===== src/rtl/uart_pkg.sv =====
// Purpose: shared types and constants for the UART receive path.
// Latency: n/a (declarations only).
// Backpressure: n/a.
package uart_pkg;

    localparam int   UART_DATA_BITS  = 8;
    localparam logic UART_IDLE_LEVEL = 1'b1;

    typedef enum logic [2:0] {
        IDLE,
        START,
        DATA,
        STOP,
        WAIT_IDLE
    } rx_state_t;

endpackage


===== src/rtl/uart_rx_sync.sv =====
// Purpose: two-flop synchroniser that brings the asynchronous serial line into the clk domain.
// Latency: q follows d by 2 clocks.
// Backpressure: none; free-running.
// Ports: clk/rst_n (async active-low, flops reset to line idle level), d (async line), q (synchronised line).
module uart_rx_sync
    import uart_pkg::*;
(
    input  logic clk,
    input  logic rst_n,
    input  logic d,
    output logic q
);

    logic meta;

    // Reset to the idle level so that releasing reset never looks like a start edge.
    always_ff @(posedge clk or negedge rst_n) begin
        if (!rst_n) begin
            meta <= UART_IDLE_LEVEL;
            q    <= UART_IDLE_LEVEL;
        end else begin
            meta <= d;
            q    <= meta;
        end
    end

endmodule


===== src/rtl/uart_rx.sv =====
// Purpose: 8N1 serial receiver with mid-bit sampling, framing-error and overrun flags.
// Latency: rx_valid rises 3 + HALF + 9*CLKS_PER_BIT clocks after rx is first driven low.
// Backpressure: one-byte holding register; a byte finishing while it is full and not accepted is dropped and overrun pulses.
// Ports: clk, rst_n (async active-low), rx (async line, idle high),
//        rx_data/rx_valid/rx_ready (byte output handshake), busy (FSM not idle),
//        frame_err (1-clk pulse, stop bit low), overrun (1-clk pulse, byte dropped).
module uart_rx
    import uart_pkg::*;
#(
    parameter int CLKS_PER_BIT = 16
) (
    input  logic                      clk,
    input  logic                      rst_n,
    input  logic                      rx,
    output logic [UART_DATA_BITS-1:0] rx_data,
    output logic                      rx_valid,
    input  logic                      rx_ready,
    output logic                      busy,
    output logic                      frame_err,
    output logic                      overrun
);

    localparam int HALF = CLKS_PER_BIT / 2;
    localparam int CW   = $clog2(CLKS_PER_BIT);

    localparam logic [CW-1:0] CNT_HALF = CW'(HALF);
    localparam logic [CW-1:0] CNT_LAST = CW'(CLKS_PER_BIT - 1);
    localparam logic [3:0]    LAST_BIT = 4'(UART_DATA_BITS - 1);

    logic                      rx_s;
    rx_state_t                 state;
    rx_state_t                 state_d;
    logic [CW-1:0]             cnt;
    logic [CW-1:0]             cnt_d;
    logic [3:0]                bit_idx;
    logic [3:0]                bit_idx_d;
    logic [UART_DATA_BITS-1:0] shreg;
    logic                      shift_en;
    logic                      deliver;
    logic                      stop_bad;
    logic                      accept;
    logic                      load;
    logic                      drop;

    uart_rx_sync u_sync (
        .clk   (clk),
        .rst_n (rst_n),
        .d     (rx),
        .q     (rx_s)
    );

    // Frame timing uses only the bit-period counter. The clock on which IDLE
    // sees the line low counts as 0, so START enters with cnt=1 and samples
    // the start bit at cnt==HALF. From then on the counter is cleared at each
    // sample and the next sample falls exactly CLKS_PER_BIT clocks later
    // (cnt==CLKS_PER_BIT-1), keeping every sample at mid-bit.
    always_comb begin
        state_d   = state;
        cnt_d     = cnt + CW'(1);
        bit_idx_d = bit_idx;
        shift_en  = 1'b0;
        deliver   = 1'b0;
        stop_bad  = 1'b0;
        case (state)
            IDLE: begin
                cnt_d = '0;
                if (rx_s != UART_IDLE_LEVEL) begin
                    state_d = START;
                    cnt_d   = CW'(1);
                end
            end
            START: begin
                if (cnt == CNT_HALF) begin
                    cnt_d = '0;
                    if (rx_s == UART_IDLE_LEVEL) begin
                        // Line already back high at mid-start: treat as a glitch.
                        state_d = IDLE;
                    end else begin
                        state_d   = DATA;
                        bit_idx_d = '0;
                    end
                end
            end
            DATA: begin
                if (cnt == CNT_LAST) begin
                    cnt_d     = '0;
                    shift_en  = 1'b1;
                    bit_idx_d = bit_idx + 4'd1;
                    if (bit_idx == LAST_BIT) begin
                        state_d = STOP;
                    end
                end
            end
            STOP: begin
                if (cnt == CNT_LAST) begin
                    cnt_d = '0;
                    if (rx_s == UART_IDLE_LEVEL) begin
                        // Rest of the stop bit is high, so IDLE can catch the next start edge.
                        state_d = IDLE;
                        deliver = 1'b1;
                    end else begin
                        state_d  = WAIT_IDLE;
                        stop_bad = 1'b1;
                    end
                end
            end
            WAIT_IDLE: begin
                // Park here through a break so it yields a single frame_err.
                cnt_d = '0;
                if (rx_s == UART_IDLE_LEVEL) begin
                    state_d = IDLE;
                end
            end
            default: begin
                state_d = IDLE;
                cnt_d   = '0;
            end
        endcase
    end

    always_ff @(posedge clk or negedge rst_n) begin
        if (!rst_n) begin
            state   <= IDLE;
            cnt     <= '0;
            bit_idx <= '0;
        end else begin
            state   <= state_d;
            cnt     <= cnt_d;
            bit_idx <= bit_idx_d;
        end
    end

    // A completed byte may load when the holder is empty or is being drained
    // in the same clock; otherwise the holder keeps the older byte.
    assign accept = rx_valid && rx_ready;
    assign load   = deliver && (!rx_valid || rx_ready);
    assign drop   = deliver && rx_valid && !rx_ready;

    always_ff @(posedge clk or negedge rst_n) begin
        if (!rst_n) begin
            shreg     <= '0;
            rx_data   <= '0;
            rx_valid  <= 1'b0;
            frame_err <= 1'b0;
            overrun   <= 1'b0;
        end else begin
            // LSB arrives first: shift right with the new bit entering at the MSB.
            if (shift_en) begin
                shreg <= {rx_s, shreg[UART_DATA_BITS-1:1]};
            end
            if (load) begin
                rx_data <= shreg;
            end
            if (load) begin
                rx_valid <= 1'b1;
            end else if (accept) begin
                rx_valid <= 1'b0;
            end
            frame_err <= stop_bad;
            overrun   <= drop;
        end
    end

    assign busy = (state != IDLE);

endmodule


===== config.mk =====
export PLATFORM = sky130hd
export DESIGN_NAME = uart_rx
export DESIGN_NICKNAME = d
export VERILOG_FILES = /design/src/rtl/uart_pkg.sv /design/src/rtl/uart_rx_sync.sv /design/src/rtl/uart_rx.sv
export SDC_FILE = /design/constraint.sdc
export NUM_CORES = 1
export LEC_CHECK = 0
export ABC_AREA = 0
export CAP_MARGIN = 0
export CORE_ASPECT_RATIO = 0.75
export CORE_MARGIN = 5
export CORE_UTILIZATION = 51
export CTS_BUF_LIST = sky130_fd_sc_hd__clkbuf_4
export DETAILED_ROUTE_END_ITERATION = 16
export PLACE_DENSITY = 0.76
export SLEW_MARGIN = 10
export SYNTH_ARGS = -nofsm -noshare
export SYNTH_HDL_FRONTEND = slang
export SYNTH_SLANG_ARGS = --single-unit

===== constraint.sdc =====
create_clock -name clk -period 1.7 [get_ports clk]
set_clock_uncertainty 0.2 [all_clocks]
set_input_delay 0.17 -clock clk [delete_from_list [all_inputs] [get_ports clk]]
set_output_delay 0.17 -clock clk [all_outputs]
set_load 0.05 [all_outputs]

==> results of run 1 <==
stage by stage:
step                      cell area, um2  worst slack [ns]  total power [mW]  util, %  instances
after floorplan                     1430            -0.185              1.39        -        110
after global placement              1710           -0.0780              1.66     65.0        175
after detailed placement            1710           -0.0995              1.70     65.0        175
after CTS                           1860           -0.0439              2.20     70.8        185
after global routing                1940            -0.125              2.55     74.1        189
final                               1940           -0.0666              2.43     74.1        189
critical path: stages (launching register included):
cell	delay, ns
dfrtp_1	0.48
or3_4	0.44
buf_8	0.17
power by group through the flow:
stage / Sequential [mW] / Clock, mW / Combinational, mW
floorplan: 0.962 / 0 / 0.427
global placement: 0.972 / 0 / 0.685
detailed placement: 0.980 / 0 / 0.717
CTS: 0.984 / 0.435 / 0.781
global route: 0.996 / 0.477 / 1.08
finish: 0.982 / 0.429 / 1.02
cells in the final DEF, fill, tap and decap left out, drive strengths merged, types with 3 or more instances in the layout:
master         instances
a21oi                  3
mux2                  16
clkdlybuf4s50          3
clkbuf                 7
and3                   4
inv                    6
buf                   35
ha                     3
nor3b                  3
nor2                   5
nand3                  4
nand2                  6
dfrtp                 30
cells in the mapped netlist, types with 2 or more instances:
cell type | n | area, um2
dfstp_2 | 2 | 52.6
o21ai_0 | 2 | 10.0
nand2_1 | 4 | 15.0
a21oi_1 | 3 | 15.0
and3_1 | 4 | 25.0
dfrtp_1 | 30 | 751
nor3b_1 | 2 | 15.0
a21o_1 | 2 | 15.0
nand3_1 | 3 | 15.0
mux2_2 | 16 | 180
buf_2 | 3 | 15.0
inv_1 | 6 | 22.5
nor2_1 | 5 | 18.8
ha_1 | 3 | 37.5
a31oi_1 | 2 | 12.5
nand3b_1 | 2 | 15.0
o22ai_1 | 2 | 12.5
cells by family after synthesis:
group / share of synthesized area, %
AOI/OAI and AO/OA: 6.98
xor gates and xnor gates: 1.25
adders and majority gates: 2.69
buffers and inverters: 2.95
DFF: 57.5
muxes: 13.6
and+or+nand+nor: 15.0
worst max path at each step:
stage | start | endpoint | slack (ns) | cells after the start
CTS | cnt[1] | rx_data[6] | -0.04 | 5
floorplan | cnt[0] | rx_data[0] | -0.18 | 4
global placement | rx_ready | rx_data[2] | -0.08 | 5
global route | cnt[0] | rx_data[5] | -0.13 | 5
detailed placement | cnt[1] | rx_data[6] | -0.1 | 5
finish | state[1] | busy | -0.07 | 2
area by class of cell:
type,count,area [um2]
Fill cell,180,679
Clock buffer,7,52.6
Clock inverter,1,3.75
Multi-Input combinational cell,69,691
Tap cell,36,45.0
Timing Repair Buffer,38,323
Inverter,6,22.5
Sequential cell,32,806
per-layer routing:
metal	global-route usage (%)	vias to the layer above	routed length, um
met1	21.1	513	1390
met4	4.64	0	85
met3	4.89	10	244
li1	-	476	-
met5	0	-	0
met2	23.9	47	1510
state kept, by name (all words and copies together), names as in the netlist:
signal	cells
rx_data	8
shreg	8
bit_idx	4
cnt	4
state	3
frame_err	1
overrun	1
rx_valid	1
u_sync.meta	1
u_sync.q	1
timing repair:
action | 4_1_cts | 5_1_grt
resized for setup | 17 | 14
endpoints found under the hold margin | 0 | 0
setup endpoints to repair | 13 | 24
buffers inserted | 2 | 3
cloned | 0 | 1
pin swaps | 6 | 6
==> out/qor.yml, run 1 <==
floorplanning:
  die_y_um: 55.3
  rows: 16
  start_util_pct: 53.3
  io_pins: 16
  core_um2: 2620
  die_area_um2: 3900
  die-width_um: 70.4
synth:
  syn-num-nets: 117
  synth_warnings: 0
  synth_area_um2: 1400
  synth-edff-count: 0
  netlist_instances: 110
  synth_seq_area_share_pct: 57.5
  synth.distinct_cells: 36
  synth_area_per_cell_um2: 12.7
  yosys_register_bits: 32
  async_flop_share_pct: 100
  synth_flop_cell: "dfrtp_1"
sta:
  grt_setup_unrepaired: "true"
  tns_ns: -0.519
  max_freq_mhz: 566
  report.final.hold_viol_count: 0
  fin_crit_ns: 1.77
  fin_hold_ws_ns: 0.0309
  relSlewSlack_pct: 74.1
  tightest_slew_ns: 0.388
  slew_viol_final: 0
  period_share_pct: 104
  post-route-worst-setup-slack_ns: -0.0666
  setup_violations: 15
detailed_routing:
  drc: 0
  first_pass_iters: 4
  viasPerCell: 5.53
  vias: 1046
  drtIter0Drc: 61
  wl_mm: 3.24
  ant_nets: 0
  routedWlPerCell_um: 17.1
critical_path:
  critical_path_class: "reg -> out"
  end_kind: "output pin"
  crit_arrival_ns: 1.40
  cp_data_required_time_ns: 1.33
  reg2reg_to: "rx_data[5]"
  critPathMaxFanout: 7
  rr_worst_depth: 4
  r2r_start: "u_sync.q"
  startpoint_type: "register"
  r2r_slack_ns: -0.05
cts:
  clock_latency_ns: 0.32
  htree_num_levels: 2
  cts_root_buffer: "clkbuf_4"
  cts_made_buffers: 5
  clock-sinks: 32
  cts_tree: "done"
  path_clk_slew_ns: 0.10
  ctsHoldBuffers: 0
  clock_path_buffers: 2
global_routing:
  grt_first_pass_wirelength_mm: 4.77
  grt_antenna_before_repair: 0
  overflow: 0
  grt_pass1_vias: 974
  grt_max_degree: 33
  grt_usage_pct: 15.6
run_status:
  status: "complete, but fails checks"
  violations: "setup timing"
placed_design:
  io_buffers: 15
  dp_hpwl_mm: 1.91
  gp_congestion: 0.838
final_layout:
  diodes: 0
  final_nets: 159
  synthToLayoutAreaGrowth_pct: 39.0
  drive_above_1_share_pct: 51.0
power:
  sequentialPowerShare_pct: 40.4
  peakVddDrop_uv: 888
  p_comb_share_pct: 41.9
  p_leak_nw: 0.965
  switchingPower_uw: 857
  p_sw_share_pct: 35.3
  p_per_area_nw_per_um2: 1250
  clockPowerShare_pct: 17.7
  internal_power_mw: 1.57
flow_run:
  cap_viol_max_count: 0
worst_hold_path:
  min_path_type: "in -> async"
(Power assumes the default switching activity.)
==> run 2, diff against run 1 <==
--- a/config.mk
+++ b/config.mk
@@ -6,13 +6,15 @@
 export NUM_CORES = 1
 export LEC_CHECK = 0
 export ABC_AREA = 0
-export CAP_MARGIN = 0
+export CAP_MARGIN = 40
 export CORE_ASPECT_RATIO = 0.75
 export CORE_MARGIN = 5
 export CORE_UTILIZATION = 51
 export CTS_BUF_LIST = sky130_fd_sc_hd__clkbuf_4
+export CTS_CLUSTER_SIZE = 14
 export DETAILED_ROUTE_END_ITERATION = 16
 export PLACE_DENSITY = 0.76
+export RECOVER_POWER = 50
 export SLEW_MARGIN = 10
 export SYNTH_ARGS = -nofsm -noshare
 export SYNTH_HDL_FRONTEND = slang
==> run 2 against run 1 <==
Against the previous run: the run still ends with setup timing left; power decreased by 0.11%; utilization fell by 0.095 points; setup slack got worse by 0.00053 ns; design area is 0.13% lower; die area unchanged; via count decreased by 0.96%; critical path type unchanged; critical endpoint unchanged; largest cell class unchanged; highest routed layer unchanged.
==> out/qor.yml, run 2 (synthesis results as in run 1) <==
run_status:
  status: "complete, but fails checks"  # unchanged
  violations: "setup timing"  # unchanged
critical_path:
  end_kind: "output pin"  # unchanged
  crit_arrival_ns: 1.40  # about the same
  cp_data_required_time_ns: 1.33  # about the same
  critPathMaxFanout: 7  # unchanged
  r2r_slack_ns: -0.05  # about the same
  critical_path_class: "reg -> out"  # unchanged
  startpoint_type: "register"  # unchanged
sta:
  report.final.hold_viol_count: 0  # unchanged
  grt_setup_unrepaired: "true"  # unchanged
  tightest_slew_ns: 0.755  # was 0.388 ns
  fin_crit_ns: 1.77  # about the same
  post-route-worst-setup-slack_ns: -0.0671  # was -0.0666 ns
  relSlewSlack_pct: 49.7  # was 74.1%
  max_freq_mhz: 566  # about the same
  slew_viol_final: 0  # unchanged
  period_share_pct: 104  # about the same
  setup_violations: 15  # unchanged
power:
  switchingPower_uw: 856  # was 857 uW
  p_per_area_nw_per_um2: 1250  # about the same
  internal_power_mw: 1.57  # about the same
  p_comb_share_pct: 41.8  # was 41.9%
  peakVddDrop_uv: 888  # about the same
  p_sw_share_pct: 35.3  # about the same
  sequentialPowerShare_pct: 40.6  # was 40.4%
  clockPowerShare_pct: 17.7  # about the same
  p_leak_nw: 0.965  # about the same
cts:
  htree_num_levels: 2  # unchanged
  clock_path_buffers: 2  # unchanged
  cts_root_buffer: "clkbuf_4"  # unchanged
  clock-sinks: 32  # unchanged
  cts_made_buffers: 5  # unchanged
  path_clk_slew_ns: 0.09  # was 0.10 ns
  clock_latency_ns: 0.32  # about the same
  cts_tree: "done"  # unchanged
floorplanning:
  die_y_um: 55.3  # unchanged
  rows: 16  # unchanged
  io_pins: 16  # unchanged
  core_um2: 2620  # unchanged
  start_util_pct: 53.3  # unchanged
  die-width_um: 70.4  # unchanged
  die_area_um2: 3900  # unchanged
final_layout:
  diodes: 0  # unchanged
  final_nets: 159  # unchanged
  final_util_pct: 74.0  # was 74.1%
  synthToLayoutAreaGrowth_pct: 38.9  # was 39.0%
  drive_above_1_share_pct: 51.0  # unchanged
  reg.largest.list: "rx_data (8), shreg (8)"  # unchanged
  final_cell_mix: "dfrtp_1, buf_4, mux2_4"  # unchanged
  final_common_cell: "dfrtp_1"
  stdcell_area_um2: 1940  # about the same
  fin_cells: 189  # unchanged
global_routing:
  overflow: 0  # unchanged
  grt_usage_pct: 15.6  # unchanged
  grt_first_pass_wirelength_mm: 4.77  # unchanged
  grt_max_degree: 33  # unchanged
  grt_pass1_vias: 974  # unchanged
  grt_antenna_before_repair: 0  # unchanged
placed_design:
  io_buffers: 15  # unchanged
  placed_cell_area_um2: 1710  # unchanged
  dp_hpwl_mm: 1.91  # unchanged
  placed_cells: 175  # unchanged
  gp_congestion: 0.838  # unchanged
detailed_routing:
  viasPerCell: 5.48  # was 5.53
  drc: 0  # unchanged
  wl_mm: 3.23  # was 3.24 mm
  first_pass_iters: 4  # unchanged
  routedWlPerCell_um: 17.1  # about the same
  ant_nets: 0  # unchanged
  drtIter0Drc: 73  # was 61
  vias: 1036  # was 1046
worst_hold_path:
  min_path_type: "reg -> reg"  # was in -> async
flow_run:
  cap_viol_max_count: 0  # unchanged
-- run 2: cell count changes in the layout (fill, tap and decap cells not counted), sizes merged --
cell / previous run / this run
clkbuf: 7 / 8
dlygate4sd3: 0 / 2
buf: 35 / 34
clkdlybuf4s50: 3 / 1
-- run 2: routing by layer --
metal  vias to the layer above  GRT usage [%]  share of wire [%]  routed length, um
met3                        12           4.89                6.8                219
met5                         -              0                  0                  0
met2                        30           23.9                 46               1500
met1                       516           21.1                 44               1420
li1                        478              -                  -                  -
met4                         0           4.64                2.9                 94
-- run 2: metrics by stage --
step,setup WS (ns),hold WS [ns],TNS (ns),power (mW)
after floorplan,-0.185,-0.326,-1.43,1.39
after global routing,-0.125,0.172,-1.95,2.55
final,-0.0671,0.163,-0.498,2.43
after global placement,-0.0780,0.146,-0.583,1.66
after detailed placement,-0.0995,0.150,-0.760,1.70
after CTS,-0.0439,0.0440,-0.357,2.20
-- run 2: worst paths after layout --
| path | start | endpoint | depth (start not counted) |
|---|---|---|---|
| setup / recovery | state[1] | busy | 2 |
| hold / removal | u_sync.meta | u_sync.q | 0 |
| setup reg to reg | cnt[0] | rx_data[5] | 5 |
| hold reg to reg | u_sync.meta | u_sync.q | 0 |
| max in group asynchronous | rst_n | state[0] | 2 |
| min in group asynchronous | rst_n | overrun | 2 |
-- run 2: repair_timing --
action	in CTS	in global routing
cloned	0	1
resized for setup	17	14
endpoints found under the hold margin	0	0
setup endpoints to repair	13	24
pin swaps	6	6
hold buffers	0	0
buffers inserted	2	3
-- run 2: power groups by stage --
| stage | registers (mW) | clock network, mW | logic (mW) |
|---|---|---|---|
| final | 0.984 | 0.429 | 1.01 |
| after global routing | 0.996 | 0.477 | 1.08 |
| after CTS | 0.984 | 0.435 | 0.781 |
| after detailed placement | 0.980 | 0 | 0.717 |
| after global placement | 0.972 | 0 | 0.685 |
| after floorplan | 0.962 | 0 | 0.427 |
-- run 2: layout make-up --
class | instances | area (um2)
clock inverter | 1 | 3.75
inverter | 6 | 22.5
multi-input combinational | 69 | 691
clock buffer | 7 | 52.6
tap | 36 | 45.0
sequential | 32 | 806
fill | 180 | 682
timing repair buffer | 38 | 320
-- run 2: critical path, stage by stage (launching register included) --
cell and delay [ns]:
dfrtp_1 0.48, or3_4 0.44, buf_8 0.17
==> run 3, diff against run 2 <==
--- a/config.mk
+++ b/config.mk
@@ -9,11 +9,11 @@
 export CAP_MARGIN = 40
 export CORE_ASPECT_RATIO = 0.75
 export CORE_MARGIN = 5
-export CORE_UTILIZATION = 51
+export CORE_UTILIZATION = 56
 export CTS_BUF_LIST = sky130_fd_sc_hd__clkbuf_4
 export CTS_CLUSTER_SIZE = 14
 export DETAILED_ROUTE_END_ITERATION = 16
-export PLACE_DENSITY = 0.76
+export PLACE_DENSITY = 0.8
 export RECOVER_POWER = 50
 export SLEW_MARGIN = 10
 export SYNTH_ARGS = -nofsm -noshare
==> constraint.sdc (replaced) <==
create_clock -name clk -period 1.87 [get_ports clk]
set_clock_uncertainty 0.2 [all_clocks]
set_input_delay 0.187 -clock clk [delete_from_list [all_inputs] [get_ports clk]]
set_output_delay 0.187 -clock clk [all_outputs]
set_load 0.05 [all_outputs]
==> run 3 against run 2 <==
Against the previous run: the run now ends clean; hold slack got worse by 0.0051 ns; flip-flop and latch count unchanged; count of clock-buffer cells in the layout decreased by 1; non-clock buffer count decreased by 14; first-iteration DRC count decreased by 48%; sequential power decreased by 6.9%; utilization decreased by 1.9 points; die area decreased by 7.5%; combinational power decreased by 48%; critical path depth increased by 3; sequential share of layout area increased by 6.2 points; critical path type is now reg -> reg; critical endpoint is now rx_data[5].
==> out/qor.yml, run 3 (synthesis results as in run 1) <==
global_routing:
  grt_antenna_before_repair: 0  # unchanged
  grt_first_pass_wirelength_mm: 4.28  # was 4.77 mm
  overflow: 0  # unchanged
  grt_max_degree: 33  # unchanged
  grt_usage_pct: 16.6  # was 15.6%
  grt_pass1_vias: 912  # was 974
floorplanning:
  rows: 15  # was 16
  core_um2: 2350  # was 2620 um2
  die_area_um2: 3610  # was 3900 um2
  die-width_um: 67.7  # was 70.4 um
  start_util_pct: 59.6  # was 53.3%
  die_y_um: 53.3  # was 55.3 um
  io_pins: 16  # unchanged
cts:
  cts_made_buffers: 5  # unchanged
  clock_latency_ns: 0.32  # about the same
  clock_path_buffers: 2  # unchanged
  cts_tree: "done"  # unchanged
  htree_num_levels: 2  # unchanged
  cts_root_buffer: "clkbuf_4"  # unchanged
  clock-sinks: 32  # unchanged
  path_clk_slew_ns: 0.09  # about the same
critical_path:
  crit_arrival_ns: 1.82  # was 1.40 ns
  startpoint_type: "register"  # unchanged
  end_kind: "register"  # was output pin
  crit_path_cell_trace: "ha_4 > nand3_4 > nor4b_4 > buf_6 > mux2_2"  # was or3_4 > buf_8
  cp_data_required_time_ns: 1.87  # was 1.33 ns
  cp_slowest_cell: "dfrtp_1"  # unchanged
  slowest_delay_ns: 0.44  # was 0.48 ns
  critical_path_class: "reg -> reg"  # was reg -> out
  critPathMaxFanout: 8  # was 7
final_layout:
  synthToLayoutAreaGrowth_pct: 21.0  # was 38.9%
  diodes: 0  # unchanged
  fin_cells: 172  # was 189
  drive_above_1_share_pct: 36.2  # was 51.0%
  final_nets: 144  # was 159
  final_cell_mix: "dfrtp_1, mux2_2, buf_4"  # was dfrtp_1, buf_4, mux2_4
  final_common_cell: "dfrtp_1"  # unchanged
  final_util_pct: 72.1  # was 74.0%
  reg.largest.list: "rx_data (8), shreg (8)"  # unchanged
worst_hold_path:
  min_path_type: "reg -> reg"  # unchanged
power:
  sequentialPowerShare_pct: 50.4  # was 40.6%
  design_power_total_mw: 1.82  # was 2.43 mW
  p_comb_share_pct: 29.0  # was 41.8%
  p_per_area_nw_per_um2: 1070  # was 1250 nW/um2
  p_leak_nw: 0.866  # was 0.965 nW
  internal_power_mw: 1.20  # was 1.57 mW
  switchingPower_uw: 617  # was 856 uW
  clockPowerShare_pct: 20.6  # was 17.7%
  p_sw_share_pct: 34.0  # was 35.3%
  peakVddDrop_uv: 529  # was 888 uV
detailed_routing:
  ant_nets: 0  # unchanged
  drc: 0  # unchanged
  viasPerCell: 5.28  # was 5.48
  vias: 909  # was 1036
  routedWlPerCell_um: 14.5  # was 17.1 um
  first_pass_iters: 4  # unchanged
  wl_mm: 2.50  # was 3.23 mm
  drtIter0Drc: 38  # was 73
run_status:
  status: "completed"  # was complete, but fails checks
placed_design:
  dp_hpwl_mm: 1.71  # was 1.91 mm
  io_buffers: 15  # unchanged
  gp_congestion: 0.789  # was 0.838
  placed_cells: 162  # was 175
sta:
  relSlewSlack_pct: 49.8  # was 49.7%
  slew_viol_final: 0  # unchanged
  report.final.hold_viol_count: 0  # unchanged
  max_freq_mhz: 551
  setup_violations: 0  # was 15
  period_share_pct: 97.1
  fin_crit_ns: 1.82
  tightest_slew_ns: 0.754  # was 0.755 ns
  tns_ns: 0  # was -0.498 ns
flow_run:
  cap_viol_max_count: 0  # unchanged
-- run 3: area by class of cell --
cell class,count,area (um2)
Tap cell,34,42.5
Fill cell,156,654
Sequential cell,32,807
Multi-Input combinational cell,68,579
Clock buffer,6,45.0
Inverter,6,22.5
Timing Repair Buffer,24,188
Clock inverter,2,7.51
-- run 3: routing by layer --
metal  GRT usage, %  part of all wire [%]  up-vias
met1           22.2                    48      441
met5              0                     0        -
li1               -                     -      441
met3           5.10                   6.0        4
met2           24.7                    44       23
met4           7.41                   1.1        0
-- run 3: worst paths after layout --
| kind | start | end | slack (ns) | cells after the start |
|---|---|---|---|---|
| max | cnt[1] | rx_data[5] | 0.05 | 5 |
| min | u_sync.meta | u_sync.q | 0.16 | 0 |
| max reg2reg | cnt[1] | rx_data[5] | 0.05 | 5 |
| min reg2reg | u_sync.meta | u_sync.q | 0.16 | 0 |
| max in group asynchronous | rst_n | state[0] | 0.68 | 2 |
| min in group asynchronous | rst_n | frame_err | 0.27 | 2 |
-- run 3: timing repair --
item	in CTS	in global routing
pin swaps	0	2
resized for setup	1	8
hold buffers	0	0
setup endpoints to repair	3	15
setup buffers	0	2
-- run 3: worst max-delay path: cells and delay by family, from the launching register on --
family | cells | cell delay (ns)
multiplexers | 1 | 0.34
AND/OR/NAND/NOR | 2 | 0.36
buffers and inverters | 1 | 0.17
adder cells (fa/ha/maj) | 1 | 0.19
flip-flops | 1 | 0.44
-- run 3: stage by stage --
stage                     setup slack [ns]  hold WS, ns  cell area [um2]
after floorplan                    -0.0166       -0.309             1400
after global placement              0.0533        0.146             1600
after detailed placement            0.0251        0.148             1600
after CTS                          0.00664       0.0664             1660
after global routing              -0.00975        0.162             1690
final                               0.0544        0.158             1690
-- run 3: power by group through the flow --
stage / clock network [mW] / logic (mW) / registers, mW
after detailed placement: 0 / 0.484 / 0.907
after CTS: 0.385 / 0.488 / 0.892
after global placement: 0 / 0.470 / 0.901
after floorplan: 0 / 0.368 / 0.867
after global routing: 0.426 / 0.578 / 0.934
final: 0.373 / 0.527 / 0.916
